**config.mk**
```make
export PLATFORM = sky130hd
export DESIGN_NAME = addsub_result_stage
export DESIGN_NICKNAME = d
export VERILOG_FILES = /design/src/rtl/addsub_pkg.sv /design/src/rtl/addsub_result_stage_fifo.sv /design/src/rtl/addsub_result_stage.sv
export SDC_FILE = /design/constraint.sdc
export NUM_CORES = 1
export LEC_CHECK = 0
export BUFFER_PORTS_ARGS = -buffer_cell sky130_fd_sc_hd__buf_2
export CAP_MARGIN = 20
export CORE_AREA = 3 3 69 71
export CTS_BUF_LIST = sky130_fd_sc_hd__clkbuf_16
export DETAILED_ROUTE_END_ITERATION = 10
export DIE_AREA = 0 0 72 74
export PLACE_DENSITY_LB_ADDON = 0.2
export SLEW_MARGIN = 20
export SYNTH_ARGS = -nofsm -noshare
export SYNTH_HDL_FRONTEND = slang
export SYNTH_SLANG_ARGS = --single-unit
```
**constraint.sdc**
```tcl
create_clock -name clk -period 3.2 [get_ports clk]
set_input_delay 0.32 -clock clk [delete_from_list [all_inputs] [get_ports clk]]
set_output_delay 0.32 -clock clk [all_outputs]
set_load 0.01 [all_outputs]
```
**src/rtl/addsub_pkg.sv**
```systemverilog
// Shared types and constants for the add/sub result stage.
// Flag bit positions, saturation limits and the result entry record.
package addsub_pkg;

  localparam int NFLAGS = 4;
  localparam int FLAG_Z = 0;
  localparam int FLAG_N = 1;
  localparam int FLAG_C = 2;
  localparam int FLAG_V = 3;

  localparam int MAX_W     = 64;
  localparam int DEF_WIDTH = 16;

  typedef enum logic [1:0] {
    OCC_EMPTY,
    OCC_PARTIAL,
    OCC_FULL
  } occ_e;

  typedef struct packed {
    logic [DEF_WIDTH-1:0] data;
    logic [NFLAGS-1:0]    flags;
  } res_entry_t;

  // Largest positive two's complement value of width w.
  function automatic logic [MAX_W-1:0] sat_max(input int w);
    return (MAX_W'(1) << (w - 1)) - MAX_W'(1);
  endfunction

  // Most negative two's complement value of width w.
  function automatic logic [MAX_W-1:0] sat_min(input int w);
    return MAX_W'(1) << (w - 1);
  endfunction

endpackage

```
**src/rtl/addsub_result_stage_fifo.sv**
```systemverilog
// Synchronous circular FIFO with valid/ready on both sides.
// Ports: push_* (write side), pop_* (read side, head shown from mem).
module result_fifo
  import addsub_pkg::*;
#(
  parameter int W     = 20,
  parameter int DEPTH = 2
) (
  input  logic         clk,
  input  logic         rst_n,
  input  logic         push_valid,
  output logic         push_ready,
  input  logic [W-1:0] push_data,
  output logic         pop_valid,
  input  logic         pop_ready,
  output logic [W-1:0] pop_data
);

  localparam int AW = $clog2(DEPTH);
  localparam int CW = AW + 1;
  localparam logic [CW-1:0] FULL_C = CW'(DEPTH);

  logic [W-1:0]  mem_q [DEPTH];
  logic [W-1:0]  mem_d [DEPTH];
  logic [AW-1:0] wr_ptr_q, wr_ptr_d;
  logic [AW-1:0] rd_ptr_q, rd_ptr_d;
  logic [CW-1:0] count_q, count_d;
  occ_e          occ;
  logic          push;
  logic          pop;

  always_comb begin
    occ = OCC_PARTIAL;
    unique case (1'b1)
      (count_q == '0):     occ = OCC_EMPTY;
      (count_q == FULL_C): occ = OCC_FULL;
      default:             occ = OCC_PARTIAL;
    endcase
  end

  // Ready depends on registered occupancy only.
  assign push_ready = (occ != OCC_FULL);
  assign pop_valid  = (occ != OCC_EMPTY);
  assign push       = push_valid && push_ready;
  assign pop        = pop_valid && pop_ready;
  // Empty FIFO still shows the last slot, never X.
  assign pop_data   = mem_q[rd_ptr_q];

  always_comb begin
    mem_d    = mem_q;
    wr_ptr_d = wr_ptr_q;
    rd_ptr_d = rd_ptr_q;
    count_d  = count_q;
    if (push) begin
      mem_d[wr_ptr_q] = push_data;
      wr_ptr_d        = wr_ptr_q + 1'b1;
    end
    if (pop) begin
      rd_ptr_d = rd_ptr_q + 1'b1;
    end
    unique case ({push, pop})
      2'b10:   count_d = count_q + 1'b1;
      2'b01:   count_d = count_q - 1'b1;
      default: count_d = count_q;
    endcase
  end

  always_ff @(posedge clk or negedge rst_n) begin
    if (!rst_n) begin
      for (int i = 0; i < DEPTH; i++) begin
        mem_q[i] <= '0;
      end
      wr_ptr_q <= '0;
      rd_ptr_q <= '0;
      count_q  <= '0;
    end else begin
      mem_q    <= mem_d;
      wr_ptr_q <= wr_ptr_d;
      rd_ptr_q <= rd_ptr_d;
      count_q  <= count_d;
    end
  end

endmodule

```
**src/rtl/addsub_result_stage.sv**
```systemverilog
// Result stage after the CLA add/sub: flags, saturation, sticky V, FIFO.
// Ports: in_* from adder, out_*/res_data/flag_* to writeback, sticky_v.
module addsub_result_stage
  import addsub_pkg::*;
#(
  parameter int WIDTH = 16,
  parameter int DEPTH = 2
) (
  input  logic             clk,
  input  logic             rst_n,
  input  logic             in_valid,
  output logic             in_ready,
  input  logic [WIDTH-1:0] sum,
  input  logic             cout,
  input  logic             a_msb,
  input  logic             b_msb,
  input  logic             as,
  input  logic             sat_en,
  input  logic             clr_sticky,
  output logic             out_valid,
  input  logic             out_ready,
  output logic [WIDTH-1:0] res_data,
  output logic             flag_z,
  output logic             flag_n,
  output logic             flag_c,
  output logic             flag_v,
  output logic             sticky_v
);

  localparam int EW = WIDTH + NFLAGS;
  localparam logic [MAX_W-1:0] SMAX = sat_max(WIDTH);
  localparam logic [MAX_W-1:0] SMIN = sat_min(WIDTH);

  logic              b_eff;
  logic              v;
  logic              c;
  logic              sat;
  logic [WIDTH-1:0]  res;
  logic [NFLAGS-1:0] flags;
  logic [EW-1:0]     wr_entry;
  logic [EW-1:0]     rd_entry;
  logic              accept;
  logic              sticky_q, sticky_d;

  always_comb begin
    b_eff = b_msb ^ as;
    v     = (a_msb == b_eff) && (sum[WIDTH-1] != a_msb);
    // Carry on add, borrow on subtract.
    c     = cout ^ as;
    sat   = sat_en && v;
    res   = sum;
    if (sat) begin
      res = a_msb ? SMIN[WIDTH-1:0] : SMAX[WIDTH-1:0];
    end
    flags         = '0;
    flags[FLAG_Z] = (res == '0);
    flags[FLAG_N] = res[WIDTH-1];
    flags[FLAG_C] = c;
    flags[FLAG_V] = v;
    wr_entry      = {res, flags};
  end

  assign accept = in_valid && in_ready;

  result_fifo #(
    .W     (EW),
    .DEPTH (DEPTH)
  ) u_fifo (
    .clk        (clk),
    .rst_n      (rst_n),
    .push_valid (in_valid),
    .push_ready (in_ready),
    .push_data  (wr_entry),
    .pop_valid  (out_valid),
    .pop_ready  (out_ready),
    .pop_data   (rd_entry)
  );

  assign res_data = rd_entry[EW-1:NFLAGS];
  assign flag_z   = rd_entry[FLAG_Z];
  assign flag_n   = rd_entry[FLAG_N];
  assign flag_c   = rd_entry[FLAG_C];
  assign flag_v   = rd_entry[FLAG_V];

  // Set beats clear when both happen together.
  always_comb begin
    sticky_d = sticky_q;
    if (clr_sticky) begin
      sticky_d = 1'b0;
    end
    if (accept && v) begin
      sticky_d = 1'b1;
    end
  end

  always_ff @(posedge clk or negedge rst_n) begin
    if (!rst_n) begin
      sticky_q <= 1'b0;
    end else begin
      sticky_q <= sticky_d;
    end
  end

  assign sticky_v = sticky_q;

endmodule

```
# After elaboration in Yosys (flattened, before gate mapping)
# Index checks and enable logic that the tools add are counted.
[word_totals]
ff_bits = 45
out_inout_bits = 23
word_cells = 46
input_bits = 26
[op_classes]
addsub = 4
n_eq_ne = 6
n_reduce_logical = 11
order_cmp = 3
n_bitwise = 4
n_mux = 12
[op_table]
columns = ["operator", "n"]
rows = [
  ["$mux 20", 4],
  ["$bwmux 40", 1],
  ["$mux 16", 2],
  ["$demux 20 s1", 1],
  ["$logic_not 16->1", 1],
  ["$pmux 2 s2", 2],
  ["$logic_and 1x1->1", 6],
  ["$reduce_bool 2->1", 3],
  ["$eq 2x2->1 const B", 2],
  ["$ge 2x2->1 const B", 2],
  ["$not 1->2", 2],
  ["$add 1x1->1 const B", 2],
  ["$add 2x1->2 const B", 1],
  ["$eq 2x1->1 const B", 1],
  ["$logic_not 2->1", 1],
  ["$lt 2x1->1 const B", 1],
  ["$mux 1", 2],
  ["$ne 2x2->1 const B", 1],
  ["$sub 2x1->2 const B", 1],
  ["$xor 1x1->1", 2],
  ["$eq 1x1->1", 1],
  ["$ne 1x1->1", 1],
]

# Longest topological paths before layout
# Gate-level depths: netlist of run 1.
[logic_depth]
ltp_word = 7
mapped_depth = 6
mapped_depth_nobuf = 6

# Cells and area by module
# A second synthesis of run 1 with hierarchy kept.
[hier_totals]
hier_cells = 160
hier_area_um2 = 2416.1
[by_module_without_submodules]
columns = ["module", "area_per_inst_um2", "cells_per_inst", "n_inst", "seq_area_each_um2"]
rows = [
  ["result_fifo", 2113.3, 123, 1, 1101.1],
  ["addsub_result_stage", 302.8, 37, 1, 25.0],
]

# Least setup slack after synthesis of run 1
# OpenSTA, ideal clock, no wires.
[synth_path]
kind = "register to output"
from = "reg u_fifo.rd_ptr_q"
to = "out res_data[15]"
t_arrival_ps = 1213
path_slack_ps = 1667
stages_incl_launch_ff = 4
required_ps = 2880
n_path_buf = 2
cell_sequence = "dfrtp_1 -> clkbuf_1 -> mux2_2 -> buf_4"
[synth_between]
elab_chain_len = 4
[synth_rtl]
columns = ["item", "line_no", "text"]
rows = [
  ["start, declared", "addsub_result_stage_fifo.sv:26", "logic [AW-1:0] rd_ptr_q, rd_ptr_d;"],
  ["start signal, assigned", "addsub_result_stage_fifo.sv:79", "rd_ptr_q <= rd_ptr_d;"],
  ["$not 1->2 (not written as such)", "addsub_result_stage_fifo.sv:47", "assign pop_data = mem_q[rd_ptr_q];"],
  ["$mux 20 (not written as such) (3 in a row)", "addsub_result_stage_fifo.sv:47", ""],
  ["end, declared", "addsub_result_stage.sv:22", "output logic [WIDTH-1:0] res_data,"],
]
# Every way passes these cells. The select of a mux whose other input is x is not followed.

# Final worst setup path of run 1
[layout_path]
from = "reg u_fifo.rd_ptr_q"
to = "out flag_n"
[layout_between]
elab_chain_len = 4
[layout_rtl]
columns = ["item", "line_no", "text"]
rows = [
  ["$not 1->2 (not written as such)", "addsub_result_stage_fifo.sv:47", ""],
  ["$mux 20 (not written as such) (3 in a row)", "addsub_result_stage_fifo.sv:47", ""],
  ["end, declared", "addsub_result_stage.sv:24", "output logic flag_n,"],
]
# Every way passes these cells. The select of a mux whose other input is x is not followed.

==> results_dict.tcl, run 1 <==
set metrics [dict create \
    via_count 1548 \
    antenna-diode-count 0 \
    cts_setup_buffers 0 \
    finalNetCount 268 \
    area_delta_synth_final_pct 18.9 \
    cts_buffers 5 \
    wire_per_inst_um 14.4 \
    crit_type "flip-flop to output pin" \
    r2r_cells 5 \
    arrival_ns 1.79 \
    crit_required_ns 2.88 \
    dieWidth_um 72 \
    p_total_uw 2360 \
    setup_tns_ns 0 \
    drtIter0Drc 122 \
    worstReg2RegEnd "u_fifo.mem_q[33]" \
    post_layout_nonfiller_instances 294 \
    final-seq-area_mm2 0.00108 \
    synth_mux_area_share_pct 13.6 \
    synth_largest_area_cell "dfrtp_1" \
    synth_edf_count 0 \
    avgSynthCellArea_um2 10.6 \
    via_per_inst 5.27 \
    final_util_pct 57.5 \
    synth-adder-area-share_pct 0.603 \
    htreeDepth 2 \
    clkSinkCount 43 \
    p_per_area_mw_per_mm2 954 \
    multi_input_area_um2 927 \
    place_inst 286 \
    dieArea_mm2 0.00533 \
    synth.area.top_cells "dfrtp_1 52%, mux2_2 14%, nand2_1 6.5%, o21ai_0 6.5%, a21oi_2 4.2%" \
    final_antenna_net_count 0 \
    crit_chain "mux2_2, buf_2" \
    ys.flop_type "dfrtp_1" \
    cts_hold_buf 0 \
    grt_pass1_vias 1466 \
    port_buffers 48 \
    tightest_slew_ns 0.923 \
    clk_path_buf_depth 2 \
    dp_hpwl_um 3000 \
    synth_top_family_by_area "compound AO/OA/AOI/OAI gates" \
    antenna_found_initial 0 \
    rows 24 \
    synth_nets 223 \
    setup_viol 0 \
    clkTransAtPathRegs_ns 0.06 \
    crit_slowest_cell "dfrtp_1" \
    fillers 392 \
    fp.dieH_um 74 \
    yosysTopAreaCellShare_pct 51.8 \
    ioPinCount 49 \
    worst-path-buf-inv 1 \
    yosysWarnings 0 \
    peakVddDrop_mv 0.420 \
    fin_skew_ns 0.00317 \
    grt_first_pass_wirelength_um 7020 \
    hold_class "primary input to asynchronous set/reset pin" \
    routed_wirelength_um 4230 \
    core_area_mm2 0.00429 \
    synthArstFlopShare_pct 100 \
    report.final.hold_viol_count 0 \
    drive_gt1_share_pct 39.7 \
    synth_xor_area_share_pct 2.89 \
    r2r_setup_slack_ns 1.38 \
    cp_max_fo 20 \
    worstSkewPairLatency_ns 0.28 \
    start_util_pct 48.3 \
    fmax_mhz 474 \
    fin_crit_ns 2.11 \
    rsz0062_at_grt "false" \
    crit_path_end_kind "output pin" \
    cts_resized 0 \
    cap_violations 0 \
    drt-pass1-iter-count 4 \
    slew_headroom_pct 38.5 \
    slew_viol_final 0 \
    synth_simple_gate_area_share_pct 11.8 \
    outcome "completed" \
    synth_compound_area_share_pct 15.9 \
    cts_tree "yes" \
    timing.rr.start "u_fifo.count_q[0]" \
    grt_max_degree 44 \
    synth_cell_types 34 \
    grt_overflow 0 \
    critPathLaunchType "flip-flop" \
    holdWs_ns 0.176 \
    drcViolationCount 0 \
    syn_inst 196 \
    post-route-period-util_pct 65.9 \
    critPathMaxStageDelay_ns 0.94 \
    syn_area_mm2 0.00208 \
    ys_seq_area_share_pct 51.8 \
    static-leakage-power_uw 0.00117 \
    root_buffer "clkbuf_16" \
    ys_ff_latch 43 \
    worst_path_dominant_cell_family "flip-flops" \
    grtUsageTotal_pct 17.4 \
    gp_congestion 0.774 \
]
-- logic make-up (layout without fill, tap and decap cells) --
family,after synthesis,after routing
compound gates,54,54
mux,25,25
fa+ha+maj,1,1
simple gates,53,53
xor+xnor,6,6
buf+inv,14,60
flops,43,43
-- layout make-up --
type / instances / share of cell area [%]
clock inverters: 3 / 0.507
inverters: 2 / 0.304
clock buffers: 5 / 5.07
multi-input cells: 139 / 37.6
repair buffers: 50 / 10.3
well taps: 52 / 2.64
flip-flops and latches: 43 / 43.6
-- sequential cells by signal (all words and copies together) (netlist names) --
register         cells
u_fifo.mem_q        38
u_fifo.count_q       2
u_fifo.rd_ptr_q      1
sticky_v             1
u_fifo.wr_ptr_q      1
-- metrics by stage --
step / cell area (µm²) / setup slack (ns)
after floorplan: 2080 / 1.67
after global placement: 2330 / 1.18
after detailed placement: 2330 / 1.11
after CTS: 2470 / 1.04
after global routing: 2470 / 0.984
final: 2470 / 1.09
-- report_power, final --
group,switching [µW],total [µW],internal (µW)
logic,450,919,469
registers,173,963,790
clock network,193,474,282
-- synth_stat cells (all sizes together) (4+ instances only) --
cell type / count
a21oi: 15
buf: 4
clkbuf: 8
dfrtp: 43
mux2: 25
nand2: 36
o21ai: 32
xnor2: 4
-- per-layer routing --
metal / up-vias / GRT usage, % / routed length (µm)
met5: - / 0 / 0
met4: 0 / 6.26 / 57
met3: 6 / 5.54 / 289
met2: 43 / 26.4 / 2010
met1: 727 / 23.8 / 1870
li1: 772 / - / -
-- cells in the final DEF, fill, tap and decap left out, types with 3 or more instances in the layout --
master     instances
a21oi_1            5
buf_2             48
nand2_1           36
o21ai_1            5
o21ai_0           27
xnor2_1            3
dfrtp_1           43
clkbuf_16          5
mux2_2            25
a21oi_2           10
inv_1              4
-- how the worst max path moves through the flow --
| stage | end | startpoint | depth (start not counted) | slack, ns |
|---|---|---|---|---|
| floorplan | res_data[15] | u_fifo.rd_ptr_q | 3 | 1.67 |
| finish | flag_n | u_fifo.rd_ptr_q | 2 | 1.09 |
| detailed placement | u_fifo.mem_q[20] | b_msb | 5 | 1.11 |
| global route | res_data[15] | u_fifo.rd_ptr_q | 2 | 0.98 |
| CTS | flag_n | u_fifo.rd_ptr_q | 2 | 1.04 |
| global placement | u_fifo.mem_q[20] | b_msb | 5 | 1.18 |
Note: power is estimated with default switching activity, not from simulation.
==> run 2, diff against run 1 <==
CORE_AREA = 3 3 70 72   (was 3 3 69 71)
DIE_AREA = 0 0 73 75   (was 0 0 72 74)
clock period = 1.7 ns   (was 3.2 ns; I/O delays follow)
==> run 2 against run 1 <==
Effect of this change:
- via count up 2.9%
- sequential share of layout area down 1.3 points
- design area up 3.2%
- critical path depth up 3
- global-route usage down 0.25 points
==> results_dict.tcl, run 2 (same netlist as run 1, synthesis figures left out) <==
set metrics [dict create \
    outcome "completed" \
    p_int_uw 2960 \
    static-leakage-power_uw 0.00121 \
    fp.dieH_um 75 \
    holdWs_ns 0.0935 \
    dieWidth_um 73 \
    routed_wirelength_um 4490 \
    port_buffers 48 \
    slew_viol_final 0 \
    cts_resized 0 \
    htreeDepth 2 \
    slew_headroom_pct 73.2 \
    arrival_ns 1.79 \
    p_per_area_mw_per_mm2 1780 \
    dp_hpwl_um 3270 \
    antenna_found_initial 0 \
    root_buffer "clkbuf_16" \
    cts_buffers 5 \
    dieArea_mm2 0.00548 \
    worst-path-buf-inv 0 \
    finalNetCount 277 \
    crit_required_ns 1.90 \
    fin_skew_ns 0.00249 \
    core_area_mm2 0.00435 \
    final_antenna_net_count 0 \
    clkTransAtPathRegs_ns 0.06 \
    cp_max_fo 4 \
    cts_tree "yes" \
    rows 24 \
    drive_gt1_share_pct 41.6 \
    fin_ws_ns 0.112 \
    tightest_slew_ns 0.401 \
    crit_type "flip-flop to flip-flop" \
    switching_share_pct 34.6 \
    area_delta_synth_final_pct 22.7 \
    netSwitchingPower_uw 1570 \
    grt_overflow 0 \
    via_count 1593 \
    antenna-diode-count 0 \
    timing.rr.start "u_fifo.count_q[0]" \
    dpl_cell_area_mm2 0.00240 \
    crit_start "u_fifo.count_q[0]" \
    p_seq_share_pct 38.1 \
    fin_area_mm2 0.00255 \
    worst_path_dominant_cell_family "simple AND/OR/NAND/NOR gates" \
    critPathMaxStageDelay_ns 0.42 \
    p_total_uw 4530 \
    crit_slowest_cell "dfrtp_1" \
    critPathLaunchType "flip-flop" \
    gp_congestion 0.785 \
    grt_first_pass_wirelength_um 7250 \
    power_frac_clock_pct 19.6 \
    grt_pass1_vias 1533 \
    final_common_cell "buf_2" \
    reg_top3 "u_fifo.mem_q (38), u_fifo.count_q (2)" \
    grt_max_degree 19 \
    drcViolationCount 0 \
    post-route-period-util_pct 93.4 \
    setup_tns_ns 0 \
    p_comb_share_pct 42.3 \
    ioPinCount 49 \
    largest_reg_flops 38 \
    most-common-layout-cells "48 x buf_2, 43 x dfrtp_1, 36 x nand2_1" \
    worstSkewPairLatency_ns 0.28 \
    fin_crit_ns 1.59 \
    report.final.hold_viol_count 0 \
    crit_path_end_kind "flip-flop" \
    hold_class "primary input to flip-flop" \
    via_per_inst 5.27 \
    fillers 381 \
    setup_viol 0 \
    wire_per_inst_um 14.9 \
    regMostFlops "u_fifo.mem_q" \
    clk_path_buf_depth 2 \
    fmax_mhz 630 \
    crit_chain "or2_2, and2_1, ha_1, nor2_1, xor2_1" \
    drtIter0Drc 68 \
    peakVddDrop_mv 0.900 \
    hp-start "clr_sticky" \
    clkSinkCount 43 \
    rsz0062_at_grt "false" \
    grtUsageTotal_pct 17.2 \
    cap_violations 0 \
    start_util_pct 47.7 \
    post-place-ws_ns 0.0973 \
    drt-pass1-iter-count 5 \
]
==> run 2: cell types whose count changed in the layout (fill, tap and decap cells not counted), sizes merged <==
cell,delta
clkinv,+1
inv,-2
buf,+8
dlygate4sd3,+1
==> run 2: per-stage QoR <==
step / util (%) / instances
after floorplan: - / 196
after CTS: 58.5 / 302
final: 58.5 / 302
after global routing: 58.5 / 302
after detailed placement: 55.2 / 294
after global placement: 55.2 / 294
==> run 2: worst paths after layout <==
check                               endpoint  slack [ns]  cells after the start
max in group asynchronous    u_fifo.mem_q[3]        0.80                      3
min                                 sticky_v        0.09                      2
min reg2reg                 u_fifo.mem_q[34]        0.47                      2
max reg2reg                u_fifo.count_q[1]        0.11                      5
max                        u_fifo.count_q[1]        0.11                      5
min in group asynchronous   u_fifo.mem_q[12]        0.35                      2
==> run 2: power groups by stage <==
| stage | Combinational, µW | Clock, µW | Sequential (µW) |
|---|---|---|---|
| 2_1_floorplan | 1330 | 0 | 1670 |
| 3_3_place_gp | 1910 | 0 | 1720 |
| 3_5_place_dp | 1930 | 0 | 1740 |
| 4_1_cts | 1950 | 916 | 1730 |
| 5_1_grt | 2120 | 955 | 1780 |
| 6_report | 1920 | 888 | 1730 |
==> run 2: routing by layer <==
metal  up-vias  routed length [µm]  track usage (%)
met5         -                   0                0
met4         0                  22             5.74
met3         4                 245             3.20
met2        57                2040             26.8
met1       734                2180             24.2
li1        798                   -                -
==> run 2: final cells by class <==
class                      count  area (µm²)  area share (%)
sequential                    43        1080            42.2
multi-input combinational    139         927            36.4
timing repair buffer          59         338            13.3
clock buffer                   5         125            4.91
tap                           52        65.1            2.55
clock inverter                 2        8.76           0.344
inverter                       2        7.51           0.295
==> run 2: what timing repair did <==
item / 4_1_cts / 5_1_grt
hold buffers: 1 / 0
setup buffers: 0 / 0
hold endpoints to repair: 16 / 0
